==> config.mk <==
export PLATFORM = sky130hd
export DESIGN_NAME = rtf65002_mdu
export DESIGN_NICKNAME = d
export VERILOG_FILES = /design/src/rtl/rtf65002_mdu_pkg.sv /design/src/rtl/rtf65002_mdu.sv
export SDC_FILE = /design/constraint.sdc
export NUM_CORES = 1
export LEC_CHECK = 0
export BUFFER_PORTS_ARGS = -buffer_cell sky130_fd_sc_hd__buf_2
export CORE_MARGIN = 3
export CORE_UTILIZATION = 65
export CTS_CLUSTER_SIZE = 8
export DETAILED_ROUTE_END_ITERATION = 16
export PLACE_DENSITY_LB_ADDON = 0.3
export SETUP_SLACK_MARGIN = 0.4
export SYNTH_ARGS = -nofsm -noshare
export SYNTH_HDL_FRONTEND = slang
export SYNTH_SLANG_ARGS = --single-unit
==> constraint.sdc <==
create_clock -name clk -period 7.2 [get_ports clk]
set_input_delay 1.44 -clock clk [delete_from_list [all_inputs] [get_ports clk]]
set_output_delay 1.44 -clock clk [all_outputs]
set_load 0.005 [all_outputs]
==> src/rtl/rtf65002_mdu_pkg.sv <==
`default_nettype none
// ============================================================================
//  Module   : rtf65002_mdu_pkg
//  Purpose  : Shared definitions for the RTF65002 multiply/divide unit:
//             operation encodings, the sequencer state enumeration and
//             small opcode-decoding helpers used by the core decoder.
//  Ports    : none (package)
//  Revision : 1.0  initial release
// ============================================================================
package rtf65002_mdu_pkg;

   localparam logic [2:0] OP_MULU = 3'b000;
   localparam logic [2:0] OP_MULS = 3'b001;
   localparam logic [2:0] OP_DIVU = 3'b010;
   localparam logic [2:0] OP_DIVS = 3'b011;
   localparam logic [2:0] OP_MODU = 3'b100;
   localparam logic [2:0] OP_MODS = 3'b101;

   typedef enum logic [2:0] {
      ST_IDLE = 3'd0,
      ST_MUL  = 3'd1,
      ST_DIV  = 3'd2,
      ST_FIX  = 3'd3,
      ST_DONE = 3'd4
   } mdu_state_t;

   function automatic logic op_is_mul(input logic [2:0] op);
      return (op == OP_MULU) || (op == OP_MULS);
   endfunction

   function automatic logic op_is_div(input logic [2:0] op);
      return (op == OP_DIVU) || (op == OP_DIVS) ||
             (op == OP_MODU) || (op == OP_MODS);
   endfunction

   function automatic logic op_is_legal(input logic [2:0] op);
      return op_is_mul(op) || op_is_div(op);
   endfunction

   // Odd encodings of the legal ops are the signed variants.
   function automatic logic op_is_signed(input logic [2:0] op);
      return op_is_legal(op) && op[0];
   endfunction

endpackage
`default_nettype wire

==> src/rtl/rtf65002_mdu.sv <==
`default_nettype none
// ============================================================================
//  Module   : rtf65002_mdu
//  Purpose  : Sequential multiply / divide unit. Radix-2 shift-add multiply
//             and restoring radix-2 divide on operand magnitudes, one bit per
//             cycle, followed by a sign-fix cycle and a DONE strobe cycle.
//  Params   : WID   operand width (even, >= 8)
//  Ports    : clk    clock, rising edge
//             rst_n  asynchronous active-low reset
//             ld     start pulse, sampled only while idle
//             op     operation select (see package)
//             a, b   multiplicand/dividend, multiplier/divisor
//             busy   high from the cycle after an accepted ld through DONE
//             done   single-cycle completion strobe
//             prod   2*WID product (multiply ops)
//             q, r   quotient / remainder (divide and modulo ops)
//             dbz    divide by zero flag of the last operation
//             ovf    signed divide overflow flag of the last operation
//  Revision : 1.0  initial release
// ============================================================================
module rtf65002_mdu
   import rtf65002_mdu_pkg::*;
#(
   parameter int WID = 32
)(
   input  logic             clk,
   input  logic             rst_n,
   input  logic             ld,
   input  logic [2:0]       op,
   input  logic [WID-1:0]   a,
   input  logic [WID-1:0]   b,
   output logic             busy,
   output logic             done,
   output logic [2*WID-1:0] prod,
   output logic [WID-1:0]   q,
   output logic [WID-1:0]   r,
   output logic             dbz,
   output logic             ovf
);

   localparam int             CW       = $clog2(WID) + 1;
   localparam logic [WID-1:0] MOST_NEG = {1'b1, {(WID-1){1'b0}}};
   localparam logic [2*WID-1:0] ONE2   = {{(2*WID-1){1'b0}}, 1'b1};

   // Conditional two's-complement negation; narrower values are passed
   // zero-extended and only the low half of the result is used.
   function automatic logic [2*WID-1:0] cneg(input logic [2*WID-1:0] x,
                                             input logic             en);
      return en ? (~x + ONE2) : x;
   endfunction

   mdu_state_t       state, state_nxt;
   logic [2:0]       op_r;
   logic [2*WID-1:0] sr;          // {acc/remainder, multiplier/dividend->quotient}
   logic [WID-1:0]   mag_b;
   logic [CW-1:0]    cnt;
   logic             neg_q;       // negate product / quotient in FIX
   logic             neg_r;       // negate remainder in FIX
   logic             dbz_p;
   logic             ovf_p;
   logic             ill_p;

   logic             start;
   logic             sgn_in;
   logic             div_in;
   logic             b_zero;
   logic             last_iter;
   logic [2*WID-1:0] a_cond;
   logic [2*WID-1:0] b_cond;
   logic [WID:0]     mul_sum;
   logic [WID:0]     div_hi;
   logic [WID:0]     div_diff;
   logic             div_ge;
   logic [2*WID-1:0] prod_fix;
   logic [2*WID-1:0] q_fix;
   logic [2*WID-1:0] r_fix;
   logic             unused_bits;

   assign start     = (state == ST_IDLE) && ld;
   assign sgn_in    = op_is_signed(op);
   assign div_in    = op_is_div(op);
   assign b_zero    = (b == '0);
   assign last_iter = (cnt == CW'(WID - 1));

   // Operand magnitudes; the most-negative value maps to 2**(WID-1),
   // which still fits as an unsigned WID-bit magnitude.
   assign a_cond = cneg({{WID{1'b0}}, a}, sgn_in & a[WID-1]);
   assign b_cond = cneg({{WID{1'b0}}, b}, sgn_in & b[WID-1]);

   // Shift-add step: add multiplicand when the current multiplier bit is
   // set, then shift the whole register right including the carry-out.
   assign mul_sum = {1'b0, sr[2*WID-1:WID]} + (sr[0] ? {1'b0, mag_b} : '0);

   // Restoring step: partial remainder shifted left by one with the next
   // dividend bit. It is always below 2*mag_b, so a successful subtract
   // leaves a value that fits in WID bits.
   assign div_hi   = sr[2*WID-1:WID-1];
   assign div_ge   = (div_hi >= {1'b0, mag_b});
   assign div_diff = div_hi - {1'b0, mag_b};

   assign prod_fix = cneg(sr, neg_q);
   assign q_fix    = cneg({{WID{1'b0}}, sr[WID-1:0]}, neg_q);
   assign r_fix    = cneg({{WID{1'b0}}, sr[2*WID-1:WID]}, neg_r);

   assign unused_bits = ^{a_cond[2*WID-1:WID], b_cond[2*WID-1:WID],
                          q_fix[2*WID-1:WID], r_fix[2*WID-1:WID], div_diff[WID]};

   assign busy = (state != ST_IDLE);
   assign done = (state == ST_DONE);

   // ------------------------------------------------------------------
   // Sequencer
   // ------------------------------------------------------------------
   always_ff @(posedge clk or negedge rst_n) begin
      if (!rst_n) state <= ST_IDLE;
      else        state <= state_nxt;
   end

   always_comb begin
      state_nxt = state;
      case (state)
         ST_IDLE: begin
            if (ld) begin
               if (!op_is_legal(op) || (div_in && b_zero)) state_nxt = ST_FIX;
               else if (op_is_mul(op))                     state_nxt = ST_MUL;
               else                                        state_nxt = ST_DIV;
            end
         end
         ST_MUL:  if (last_iter) state_nxt = ST_FIX;
         ST_DIV:  if (last_iter) state_nxt = ST_FIX;
         ST_FIX:  state_nxt = ST_DONE;
         ST_DONE: state_nxt = ST_IDLE;
         default: state_nxt = ST_IDLE;
      endcase
   end

   // ------------------------------------------------------------------
   // Datapath
   // ------------------------------------------------------------------
   always_ff @(posedge clk or negedge rst_n) begin
      if (!rst_n) begin
         op_r  <= '0;
         sr    <= '0;
         mag_b <= '0;
         cnt   <= '0;
         neg_q <= 1'b0;
         neg_r <= 1'b0;
         dbz_p <= 1'b0;
         ovf_p <= 1'b0;
         ill_p <= 1'b0;
      end else if (start) begin
         op_r  <= op;
         mag_b <= b_cond[WID-1:0];
         cnt   <= '0;
         neg_q <= sgn_in & (a[WID-1] ^ b[WID-1]);
         neg_r <= sgn_in & a[WID-1];
         dbz_p <= div_in & b_zero;
         ovf_p <= sgn_in & div_in & (a == MOST_NEG) & (b == '1);
         ill_p <= !op_is_legal(op);
         // On divide by zero the raw dividend is parked for the remainder.
         sr    <= (div_in && b_zero) ? {{WID{1'b0}}, a}
                                     : {{WID{1'b0}}, a_cond[WID-1:0]};
      end else if (state == ST_MUL) begin
         sr  <= {mul_sum, sr[WID-1:1]};
         cnt <= cnt + 1'b1;
      end else if (state == ST_DIV) begin
         sr  <= div_ge ? {div_diff[WID-1:0], sr[WID-2:0], 1'b1}
                       : {div_hi[WID-1:0],   sr[WID-2:0], 1'b0};
         cnt <= cnt + 1'b1;
      end
   end

   // Result registers load on the FIX->DONE edge, so they change exactly
   // as done rises and then hold until the next operation completes.
   always_ff @(posedge clk or negedge rst_n) begin
      if (!rst_n) begin
         prod <= '0;
         q    <= '0;
         r    <= '0;
         dbz  <= 1'b0;
         ovf  <= 1'b0;
      end else if (state == ST_FIX) begin
         prod <= '0;
         q    <= '0;
         r    <= '0;
         dbz  <= 1'b0;
         ovf  <= 1'b0;
         if (!ill_p) begin
            if (op_is_mul(op_r)) begin
               prod <= prod_fix;
            end else if (dbz_p) begin
               q   <= '1;
               r   <= sr[WID-1:0];
               dbz <= 1'b1;
            end else begin
               q   <= q_fix[WID-1:0];
               r   <= r_fix[WID-1:0];
               ovf <= ovf_p;
            end
         end
      end
   end

endmodule
`default_nettype wire

==> qor.yml <==
antenna_left: 0
htree_levels: 2
crit_path_max_fanout: 15
grt_max_degree: 128
gp_congestion: 1.04
async_flop_share: 1.00
die_area_sq_um: 28400
cts_num_sinks: 242
cts_resized: 0
synthFlopType: "dfrtp_1"
rsz0062_at_grt: "false"
hold_path.class: "flop to flop"
cp-end-kind: "flop"
yosysTopAreaCell: "dfrtp_1"
period_needed_ns: 4.11
cts_setup_buffers: 0
ys_warn_count: 0
hold_ws_ns: 0.468
synth_most_common_cell: "nand2_1"
synth_edf_count: 0
power.density_nw_per_um2: 553
start_util: 0.672
leakagePower_nw: 8.84
max_slew_margin: 0.166
tightest_slew_ns: 1.25
yosys-top-cells-count: "354 x nand2_1, 242 x dfrtp_1, 192 x o21ai_0"
clk_pin_slew_ns: 0.05
drcViolationCount: 0
timing.final.crit_share: 0.570
synth.net_count: 2211
maxSlewViolCount: 0
drive_gt1_frac: 0.136
status: "finished clean"
synth-simple-area-share: 0.182
via_count: 16600
worstSetupPathType: "flop to flop"
worstPathRequired_ns: 7.54
track_usage: 0.363
ys_seq_elements: 242
vias_per_cell: 6.62
post-dp-hpwl_mm: 38.6
synth_area_sq_um: 17200
fin_setup_tns_ns: 0
synth-seq-area-share: 0.353
io_buffers: 201
antenna_found_initial: 2
diodes: 0
core_area_sq_um: 25500
fmax_mhz: 243
fin_nets: 2317
dpl_cell_area_sq_um: 18100
synth_area_leaders: "dfrtp_1 35%, nand2_1 7.7%, xor2_1 7.2%"
yosys.cell_types.count: 83
insertion_delay_ns: 0.52
synthCells: 2069
clock_skew_ns: 0.0222
grt-ovfl-total: 0
finalHoldViolations: 0
cts_hold_buf: 0
wl_per_cell_um: 21.2
yosys.area.top_type_share: 0.353
drt-pass1-iter-count: 5
worstPathArrival_ns: 4.45
critPathLaunchType: "flop"
synth-compound-area-share: 0.239
cts_buffer_depth: 3
io_pins: 202
finalWirelength_mm: 53.3
max_cap_viol_count: 0
die_height_um: 168
design_area_sq_um: 19100
reg2reg_slack_ns: 3.09
syn_avg_cell_area_sq_um: 8.29
std_cell_rows: 58
muxShareOfSynthArea: 0.0183
irDropWorstVdd_mv: 0.578
grt_pass1_vias: 15600
synthXorXnorAreaFrac: 0.106
die_w_um: 168
grt_pass1_wl_mm: 83.9
synth_top_family_by_area: "compound AO/OA/AOI/OAI gates"
synthAdderAreaFrac: 0.0534
syn_to_final_growth_pct: 11.3
drt_iter0_drc: 1772
finalSetupViolations: 0
cts_buffers: 36
cts_tree: "yes"
root_buffer: "clkbuf_16"
## final timing paths
kind / to / cells after the start / from
setup / recovery: prod[62] / 10 / sr[0]
hold / removal: q[0] / 2 / q[0]
setup reg to reg: prod[62] / 10 / sr[0]
hold reg to reg: q[0] / 2 / q[0]
max in group asynchronous: dbz_p / 2 / rst_n
min in group asynchronous: prod[44] / 1 / rst_n
## report_power, final
group / internal, mW / switching (mW)
combinational: 2.48 / 3.77
sequential: 1.93 / 0.889
clock: 0.904 / 0.601
total: 5.31 / 5.26
## layout by cell type, fill, tap and decap left out, drive strengths merged, types with 38 or more instances in the layout
cell type,instances
nor2,96
nand2,354
clkbuf,39
o211ai,38
xnor2,66
ha,70
buf,213
dfrtp,242
a22o,74
o21ai,277
inv,65
a21oi,88
xor2,142
nand3,44
## through the flow
stage | utilization | setup WS, ns | total power, mW | std cells
global placement | 0.710 | 2.68 | 8.65 | 2467
global route | 0.748 | 2.80 | 11.3 | 2510
CTS | 0.748 | 3.12 | 10.4 | 2510
floorplan | - | 2.94 | 7.01 | 2069
detailed placement | 0.710 | 2.63 | 8.80 | 2467
finish | 0.748 | 3.09 | 10.6 | 2510
## flip-flops by register name, summed over array words and instances, names as in the netlist
signal / count
dbz: 1
cnt: 6
r: 32
ovf_p: 1
ill_p: 1
sr: 64
state: 3
neg_q: 1
q: 32
neg_r: 1
dbz_p: 1
mag_b: 32
op_r: 2
ovf: 1
prod: 64
## layout make-up
class	count	area, sq um
sequential	242	6060
clock inverter	4	50.0
fill	1965	6440
inverter	63	236
timing repair buffer	213	1120
clock buffer	39	922
tap	330	413
multi-input combinational	1619	10300
## layer usage
metal	track usage	up-vias	wire length, um
li1	-	7561	-
met1	0.522	7865	21700
met2	0.551	1033	23100
met3	0.0731	144	6410
met4	0.131	4	2040
met5	0	-	23
## worst max-delay path, cell delays in order, from the launching register on
cell and delay, ns:
dfrtp_1 0.48, inv_1 0.42, ha_1 0.43, nand2_1 0.15, or2_4 0.32, or4_1 0.54
or4_1 0.76, or2_1 0.37, o21ai_1 0.17, xor2_1 0.20, o21ai_1 0.08
## kinds of logic after synthesis
logic type	Yosys count
compound gates	643
xor+xnor	208
buf+inv	208
fa+ha+maj	72
mux	31
simple gates	665
flops	242
Power figures use the tool's default switching activity.
